[config.mk]
export PLATFORM = sky130hd
export DESIGN_NAME = pc_sel_ctrl
export DESIGN_NICKNAME = d
export VERILOG_FILES = /design/src/rtl/pc_sel_ctrl_pkg.sv /design/src/rtl/pc_sel_ctrl_sat_counter.sv /design/src/rtl/pc_sel_ctrl.sv
export SDC_FILE = /design/constraint.sdc
export NUM_CORES = 1
export LEC_CHECK = 0
export ABC_CLOCK_PERIOD_IN_PS = 1600
export CAP_MARGIN = 20
export CORE_ASPECT_RATIO = 0.5
export CORE_MARGIN = 5
export CORE_UTILIZATION = 45
export CTS_BUF_LIST = sky130_fd_sc_hd__clkbuf_16
export DETAILED_ROUTE_END_ITERATION = 8
export PLACE_DENSITY = 0.75
export SLEW_MARGIN = 25
export SYNTH_ARGS = -nofsm -noshare
export SYNTH_HDL_FRONTEND = slang
export SYNTH_SLANG_ARGS = --single-unit
export TNS_END_PERCENT = 10
[constraint.sdc]
create_clock -name clk -period 1.6 [get_ports clk]
set_input_delay 0.48 -clock clk [delete_from_list [all_inputs] [get_ports clk]]
set_output_delay 0.48 -clock clk [all_outputs]
set_load 0.03 [all_outputs]
[src/rtl/pc_sel_ctrl_pkg.sv]
// Shared encodings for the next-PC sequencer and the datapath MUX5 hookup.
// PC mux select codes, sequencer FSM states and the redirect decode helper.
package pc_sel_ctrl_pkg;

  localparam logic [2:0] SEL_PC4  = 3'd0;
  localparam logic [2:0] SEL_TGT  = 3'd1;
  localparam logic [2:0] SEL_JALR = 3'd2;
  localparam logic [2:0] SEL_HOLD = 3'd3;
  localparam logic [2:0] SEL_RST  = 3'd4;

  localparam int SQ_W = 3;

  typedef enum logic [1:0] {
    BOOT   = 2'd0,
    RUN    = 2'd1,
    SQUASH = 2'd2
  } fsm_e;

  typedef struct packed {
    logic       any;
    logic       multi;
    logic [2:0] sel;
  } redir_t;

  // jalr wins over jal, jal over br_taken; multi flags a multi-hot EX decode.
  function automatic redir_t decode_redir(input logic br_taken, input logic jal,
                                          input logic jalr);
    redir_t r;
    r.any   = br_taken | jal | jalr;
    r.multi = (br_taken & jal) | (br_taken & jalr) | (jal & jalr);
    r.sel   = jalr ? SEL_JALR : SEL_TGT;
    return r;
  endfunction

endpackage

[src/rtl/pc_sel_ctrl_sat_counter.sv]
// Saturating up-counter used for the redirect performance count.
// Sticks at all-ones instead of wrapping.
module sat_counter #(
  parameter int W = 16
) (
  input  logic         clk,
  input  logic         rst_n,
  input  logic         inc,
  output logic [W-1:0] count
);

  logic [W-1:0] cnt_q, cnt_d;

  always_comb begin
    cnt_d = cnt_q;
    if (inc && (cnt_q != {W{1'b1}})) cnt_d = cnt_q + W'(1);
  end

  always_ff @(posedge clk or negedge rst_n) begin
    if (!rst_n) cnt_q <= '0;
    else        cnt_q <= cnt_d;
  end

  assign count = cnt_q;

endmodule

[src/rtl/pc_sel_ctrl.sv]
// Next-PC sequencer: drives the 5-input PC mux select, squashes IF/ID on every
// redirect, holds bubbles while IMEM refills, and counts accepted redirects.
module pc_sel_ctrl
  import pc_sel_ctrl_pkg::*;
#(
  parameter logic [31:0] RESET_PC     = 32'h4000_0000,
  parameter int          FLUSH_CYCLES = 1,
  parameter int          CNT_W        = 16
) (
  input  logic             clk,
  input  logic             rst_n,
  input  logic             stall,
  input  logic             br_taken,
  input  logic             jal,
  input  logic             jalr,
  output logic [2:0]       pc_sel,
  output logic             flush_if,
  output logic             flush_id,
  output logic             boot_done,
  output logic [CNT_W-1:0] redirect_cnt,
  output logic             multi_err
);

  // RESET_PC only feeds mux input 4 at the top level; catch a misaligned boot vector early.
  if (RESET_PC[1:0] != 2'b00) begin : g_bad_reset_pc
    $error("pc_sel_ctrl: RESET_PC must be 4-byte aligned");
  end
  if (FLUSH_CYCLES < 0 || FLUSH_CYCLES > 7) begin : g_bad_flush
    $error("pc_sel_ctrl: FLUSH_CYCLES must be within 0..7");
  end

  localparam logic [SQ_W-1:0] SQ_INIT =
    (FLUSH_CYCLES == 0) ? '0 : SQ_W'(FLUSH_CYCLES - 1);

  fsm_e            fsm_q, fsm_d;
  logic [SQ_W-1:0] sq_cnt_q, sq_cnt_d;
  logic            boot_done_q, boot_done_d;
  logic            multi_err_q, multi_err_d;
  logic            flush;
  logic            cnt_inc;
  redir_t          rd;

  assign rd = decode_redir(br_taken, jal, jalr);

  always_comb begin
    fsm_d       = fsm_q;
    sq_cnt_d    = sq_cnt_q;
    boot_done_d = boot_done_q;
    multi_err_d = multi_err_q;
    pc_sel      = SEL_PC4;
    flush       = 1'b0;
    cnt_inc     = 1'b0;
    unique case (fsm_q)
      BOOT: begin
        pc_sel = SEL_RST;
        flush  = 1'b1;
        if (!stall) begin
          fsm_d       = RUN;
          boot_done_d = 1'b1;
        end
      end
      RUN: begin
        if (stall) begin
          pc_sel = SEL_HOLD;
        end else if (rd.any) begin
          pc_sel  = rd.sel;
          flush   = 1'b1;
          cnt_inc = 1'b1;
          if (rd.multi) multi_err_d = 1'b1;
          if (FLUSH_CYCLES != 0) begin
            fsm_d    = SQUASH;
            sq_cnt_d = SQ_INIT;
          end
        end
      end
      SQUASH: begin
        // EX only holds squashed bubbles here, so redirect inputs are ignored.
        flush = 1'b1;
        if (stall) begin
          pc_sel = SEL_HOLD;
        end else if (sq_cnt_q == '0) begin
          fsm_d = RUN;
        end else begin
          sq_cnt_d = sq_cnt_q - SQ_W'(1);
        end
      end
      default: begin
        pc_sel   = SEL_RST;
        flush    = 1'b1;
        fsm_d    = BOOT;
        sq_cnt_d = '0;
      end
    endcase
  end

  always_ff @(posedge clk or negedge rst_n) begin
    if (!rst_n) begin
      fsm_q       <= BOOT;
      sq_cnt_q    <= '0;
      boot_done_q <= 1'b0;
      multi_err_q <= 1'b0;
    end else begin
      fsm_q       <= fsm_d;
      sq_cnt_q    <= sq_cnt_d;
      boot_done_q <= boot_done_d;
      multi_err_q <= multi_err_d;
    end
  end

  sat_counter #(.W(CNT_W)) u_redirect_cnt (
    .clk   (clk),
    .rst_n (rst_n),
    .inc   (cnt_inc),
    .count (redirect_cnt)
  );

  assign flush_if  = flush;
  assign flush_id  = flush;
  assign boot_done = boot_done_q;
  assign multi_err = multi_err_q;

endmodule
==> flow_metrics.py, run 1 <==
metrics = {
    "placement": {
        "dpl.hpwl_mm": 2.348,
        "gp_congestion": 0.8038,
        "portBuffers": 28,
        "dp_slack_ns": -0.5125,
    },
    "route": {
        "drt-initial-drc-count": 53,
        "num_vias": 1158,
        "wl_mm": 3.282,
        "postRouteAntennaNets": 0,
        "dr.pass1.iters": 6,
        "post_drt_via_cell_ratio": 5.013,
        "wl_per_cell_um": 14.21,
        "drc": 0,
    },
    "cts": {
        "clk_path_buf_depth": 2,
        "clkLatencyLatePin_ns": 0.25,
        "cts_inserted_buffers": 3,
        "cts_tree": "done",
        "h-tree-depth": 1,
        "cts_root_buffer": "clkbuf_16",
        "cts.sinks": 23,
        "path_clk_slew_ns": 0.06,
    },
    "yosys": {
        "syn_nets": 140,
        "synthCells": 125,
        "ys_seq_area_frac": 0.4152,
        "ys.flop_type": "dfrtp_1",
        "synth_top_area_frac": 0.4152,
        "yosysMostFrequentCell": "dfrtp_1",
        "synth_common_cells": "dfrtp_1, xor2_1, ha_1, nand2_1, inv_1",
        "yosys-top-cells-area": "dfrtp_1, xor2_1, ha_1, nor3_2, mux2i_1",
        "synthArstFlopShare": 1.000,
        "syn_avg_cell_area_um2": 11.09,
        "synth_edf_count": 0,
        "synth_warnings": 0,
        "synth_area_um2": 1386,
        "synthDistinctLibCells": 40,
        "synth-seq-cells": 23,
        "synth_top_area_cell": "dfrtp_1",
    },
    "final_layout": {
        "fillers": 209,
        "drive_gt1_frac": 0.5026,
        "regArea_um2": 578.1,
        "fin_util": 0.7282,
        "multi_input_area_um2": 880.8,
        "antennaDiodeCount": 0,
        "nNetsFinal": 207,
        "area_growth_pct": 56.41,
    },
    "setup_path": {
        "required_ns": 1.12,
        "slowest_stage": "dfrtp_1",
        "arrival_ns": 1.41,
        "crit_type": "register to primary output",
        "critPathLaunchType": "register",
        "slowest_delay_ns": 0.41,
        "worstPathMaxFanout": 5,
        "path_cells": "inv_2 > ha_4 > nor2b_4 > o21ai_2 > a21oi_2 > buf_6",
        "crit_path_end_kind": "primary output",
    },
    "power": {
        "peakVddDrop_mv": 1.001,
        "p_per_area_nw_per_um2": 1534,
        "p_leak_nw": 1.076,
    },
    "global_routing": {
        "grt_use_total": 0.1658,
        "grt_pass1_vias": 1216,
        "grt_max_degree": 24,
        "overflow": 0,
        "grt_first_pass_wirelength_mm": 5.727,
        "antenna_found_initial": 0,
    },
    "floorplan": {
        "initial_utilization": 0.4655,
        "die_y_um": 49.25,
        "num_rows": 14,
        "io_pins": 29,
        "die_width_um": 88.50,
        "die-area_um2": 4358,
        "core_um2": 2978,
    },
    "timing": {
        "rsz0062_at_grt": "yes",
        "clock.fmax_mhz": 527.8,
        "worst_slew_pin_slew_ns": 0.3585,
        "drv_slew": 0,
        "final.min_clock_period_ns": 1.895,
        "relSlewSlack": 0.7588,
        "finClkSkew_ns": 0.003256,
        "setup_ws_ns": -0.2946,
        "hold_violations": 0,
        "setup_violations": 21,
        "min_period_over_period": 1.184,
    },
    "hold_path": {
        "hp-class": "register to register",
    },
    "outcome": {
        "status": "finished, violations left",
        "violations": "negative setup slack",
    },
    "run": {
        "maxCapViolations": 0,
    },
}
metal layers:
metal | GRT usage | wire, um | up-vias
met1 | 0.2205 | 1454 | 564
met5 | 0 | 0 | -
li1 | - | - | 579
met3 | 0.02867 | 68 | 2
met4 | 0.04271 | 25 | 0
met2 | 0.2779 | 1734 | 13
cell families after synthesis:
logic type	after synthesis	synth area share
adders and majority gates	10	0.08845
xor gates and xnor gates	15	0.09477
and+or+nand+nor	49	0.2617
buffers and inverters	11	0.04061
DFF	23	0.4152
AOI/OAI and AO/OA	11	0.05145
muxes	6	0.04783
where the power goes:
group / internal (W) / switching [W]
Sequential: 0.000701 / 0.0000771
Combinational: 0.00101 / 0.00101
Clock: 0.000336 / 0.000195
through the flow:
step	power, W	cell area [um^2]	TNS [ns]	instances	hold slack (ns)
4_1_cts	0.003187	2085	-1.298	229	0.4818
6_report	0.003326	2168	-2.331	231	0.4765
5_1_grt	0.003552	2168	-3.923	231	0.5046
3_5_place_dp	0.002407	1919	-10.31	222	0.4665
2_1_floorplan	0.001710	1403	-1.760	125	0.1844
3_3_place_gp	0.002373	1919	-9.920	222	0.4519
worst paths after layout:
check                           slack, ns                   from  depth (start not counted)                                  end
worst max-delay path                -0.29   fsm_q[1]$_DFFE_PN0P_                          6                            pc_sel[0]
worst min-delay path                 0.48  multi_err$_DFFE_PN0P_                          1                multi_err$_DFFE_PN0P_
worst max register to register      -0.15   fsm_q[1]$_DFFE_PN0P_                          7                 fsm_q[1]$_DFFE_PN0P_
worst min register to register       0.48  multi_err$_DFFE_PN0P_                          1                multi_err$_DFFE_PN0P_
max in group asynchronous            0.78                  rst_n                          2  u_redirect_cnt.count[1]$_DFFE_PN0P_
min in group asynchronous            0.57                  rst_n                          2  u_redirect_cnt.count[0]$_DFFE_PN0P_
sequential cells by signal (all words and copies together) (netlist names):
signal / cells
boot_done: 1
fsm_q: 2
multi_err: 1
sq_cnt_q: 3
u_redirect_cnt.count: 16
area by class of cell:
cell class	count	area share
multi-input cells	91	0.4062
flip-flops and latches	23	0.2666
repair buffers	65	0.2522
clock buffers	3	0.03462
well taps	40	0.02308
inverters	8	0.01500
clock inverters	1	0.002308
cell usage in the layout, fill, tap and decap left out, types with 5 or more instances in the layout:
cell type,n
dfrtp_1,21
nand2_1,8
ha_1,5
inv_1,5
xor2_1,15
buf_6,8
dlygate4sd2_1,11
buf_4,44
nor3_2,6
nand3_1,5
worst max-delay path: cells and delay by family (launching register included):
kind / cells / cell delay, ns
AO/OA/AOI/OAI: 2 / 0.20
adder cells (fa/ha/maj): 1 / 0.17
buffers and inverters: 2 / 0.25
flip-flops: 1 / 0.41
AND/OR/NAND/NOR: 1 / 0.14
timing repair:
item,CTS,global route
hold endpoints to repair,0,0
setup buffers,3,2
cloned,0,0
pin swaps,2,6
setup endpoints to repair,33,26
resized for setup,30,14
hold buffers,0,0
(Power assumes the default switching activity.)
==> run 2: changes to the inputs <==
- GPL_TIMING_DRIVEN: default -> 1
==> results of run 2 <==
No change in the layout: final DEF, timing and power equal those of run 1.
==> run 3: changes to the inputs <==
- CORE_UTILIZATION: 45 -> 47
- CTS_BUF_LIST: sky130_fd_sc_hd__clkbuf_16 -> sky130_fd_sc_hd__clkbuf_4
- MAX_ROUTING_LAYER: default -> met4
- PLACE_DENSITY: 0.75 -> 0.77
==> flow_metrics.py, run 3 (synthesized netlist as in run 1, its figures left out) <==
metrics = {
    "power": {
        "peakVddDrop_mv": 1.252,
        "p_per_area_nw_per_um2": 1459,
        "p_leak_nw": 1.009,
    },
    "global_routing": {
        "grt_max_degree": 24,
        "grt_pass1_vias": 1182,
        "antenna_found_initial": 0,
        "overflow": 0,
        "grt_first_pass_wirelength_mm": 5.492,
        "grt_use_total": 0.1656,
    },
    "floorplan": {
        "die_width_um": 86.81,
        "die_y_um": 48.41,
        "initial_utilization": 0.5134,
        "num_rows": 13,
        "io_pins": 29,
        "die-area_um2": 4202,
        "core_um2": 2700,
    },
    "timing": {
        "finClkSkew_ns": 0.006021,
        "final.min_clock_period_ns": 1.976,
        "drv_slew": 0,
        "min_period_over_period": 1.235,
        "worst_slew_pin_slew_ns": 0.3122,
        "setup_violations": 11,
        "rsz0062_at_grt": "yes",
        "hold_violations": 0,
        "relSlewSlack": 0.7910,
        "setup_ws_ns": -0.3759,
        "clock.fmax_mhz": 506.1,
    },
    "setup_path": {
        "rr_worst_depth": 7,
        "crit_buf_inv": 4,
        "crit_path_end_kind": "primary output",
        "cp_top_family": "flip-flops",
        "slowest_delay_ns": 0.42,
        "regToRegStartpoint": "fsm_q[0]$_DFFE_PN0P_",
        "slowest_stage": "dfrtp_1",
        "critPathLaunchType": "register",
        "r2r_slack_ns": -0.03,
        "path_cells": "inv_1 > buf_6 > ha_4 > inv_2 > a21oi_2 > buf_6",
        "crit_type": "register to primary output",
        "required_ns": 1.12,
        "arrival_ns": 1.50,
        "crit_top_cell": "buf_6",
        "worstReg2RegEnd": "sq_cnt_q[2]$_DFFE_PN0P_",
        "worstPathMaxFanout": 3,
    },
    "placement": {
        "dp_cells": 217,
        "portBuffers": 28,
        "gp_congestion": 0.8505,
        "placed_area_um2": 1891,
        "dpl.hpwl_mm": 2.342,
    },
    "final_layout": {
        "mostFrequentLayoutCell": "buf_4",
        "nNetsFinal": 203,
        "area_growth_pct": 47.47,
        "drive_gt1_frac": 0.5241,
        "final_cell_mix": "buf_4, dfrtp_1, xor2_1",
        "largest_reg_flops": 16,
        "antennaDiodeCount": 0,
        "final_cells": 224,
        "fin_area_um2": 2044,
    },
    "cts": {
        "cts_root_buffer": "clkbuf_4",
        "cts_tree": "done",
        "cts.sinks": 23,
        "h-tree-depth": 1,
        "clk_path_buf_depth": 2,
        "cts_inserted_buffers": 3,
        "clkLatencyLatePin_ns": 0.31,
        "ctsHoldBuffers": 0,
        "path_clk_slew_ns": 0.12,
    },
    "outcome": {
        "status": "finished, violations left",
        "violations": "negative setup slack",
    },
    "route": {
        "drc": 0,
        "drt-initial-drc-count": 38,
        "num_vias": 1175,
        "post_drt_via_cell_ratio": 5.246,
        "wl_mm": 3.232,
        "wl_per_cell_um": 14.43,
        "dr.pass1.iters": 6,
        "postRouteAntennaNets": 0,
    },
    "hold_path": {
        "hp-class": "register to register",
        "hold_path_end": "boot_done$_DFFE_PN0P_",
        "min_from": "boot_done$_DFFE_PN0P_",
        "hold_depth": 1,
    },
    "run": {
        "maxCapViolations": 0,
    },
}
==> run 3: cell count changes in the layout (fill, tap and decap cells not counted), moves of 2 or more <==
cell,previous run,this run
nor4_4,3,0
clkbuf_16,3,0
buf_4,44,40
clkbuf_4,0,3
clkbuf_2,0,5
nor4_2,1,5
dlygate4sd2_1,11,4
nand2_2,2,4
clkdlybuf4s15_1,0,2
==> run 3: layout make-up <==
| class | instances | area, um^2 |
|---|---|---|
| tap | 37 | 46.29 |
| multi-input combinational | 91 | 870.8 |
| inverter | 8 | 30.03 |
| clock buffer | 3 | 22.52 |
| sequential | 23 | 578.1 |
| timing repair buffer | 61 | 491.7 |
| clock inverter | 1 | 5.005 |
| fill | 195 | 655.6 |
==> run 3: worst max path at each step <==
stage,startpoint,end,slack [ns],cells after the start
finish,fsm_q[0]$_DFFE_PN0P_,pc_sel[1],-0.38,6
global placement,jalr,fsm_q[1]$_DFFE_PN0P_,-0.45,5
detailed placement,jalr,u_redirect_cnt.count[13]$_DFFE_PN0P_,-0.48,6
CTS,fsm_q[0]$_DFFE_PN0P_,pc_sel[1],-0.36,6
global route,fsm_q[0]$_DFFE_PN0P_,pc_sel[1],-0.44,6
floorplan,fsm_q[1]$_DFFE_PN0P_,pc_sel[0],-0.15,5
==> run 3: repair_timing <==
| action | in CTS | in global routing |
|---|---|---|
| endpoints found under the setup margin | 33 | 33 |
| setup buffers | 3 | 0 |
| pin swaps | 3 | 5 |
| resized for setup | 38 | 17 |
| endpoints found under the hold margin | 0 | 0 |
==> run 3: metal layers <==
layer  routed length [um]  track usage  vias up
met5                    0            -        -
met4                   47      0.04145        0
met1                 1455       0.2046      570
met3                  109      0.03035        4
met2                 1620       0.2796       30
li1                     -            -      571
==> run 3: where the power goes <==
group	leakage [nW]	total [W]	internal, W	switching (W)
clock	0.0177	0.000269	0.0000934	0.000176
sequential	0.296	0.000791	0.000700	0.0000911
combinational	0.695	0.00192	0.000917	0.00100
total	1.01	0.00298	0.00171	0.00127
==> run 3: through the flow <==
step	hold slack (ns)	util	setup WS (ns)	TNS [ns]	total power (W)
CTS	0.4807	0.7461	-0.3628	-1.741	0.002885
floorplan	0.1844	-	-0.1461	-1.760	0.001710
detailed placement	0.4569	0.7002	-0.4847	-10.33	0.002376
global placement	0.4402	0.7002	-0.4522	-9.933	0.002308
global route	0.5221	0.7572	-0.4366	-3.102	0.003164
finish	0.4806	0.7572	-0.3759	-1.629	0.002982
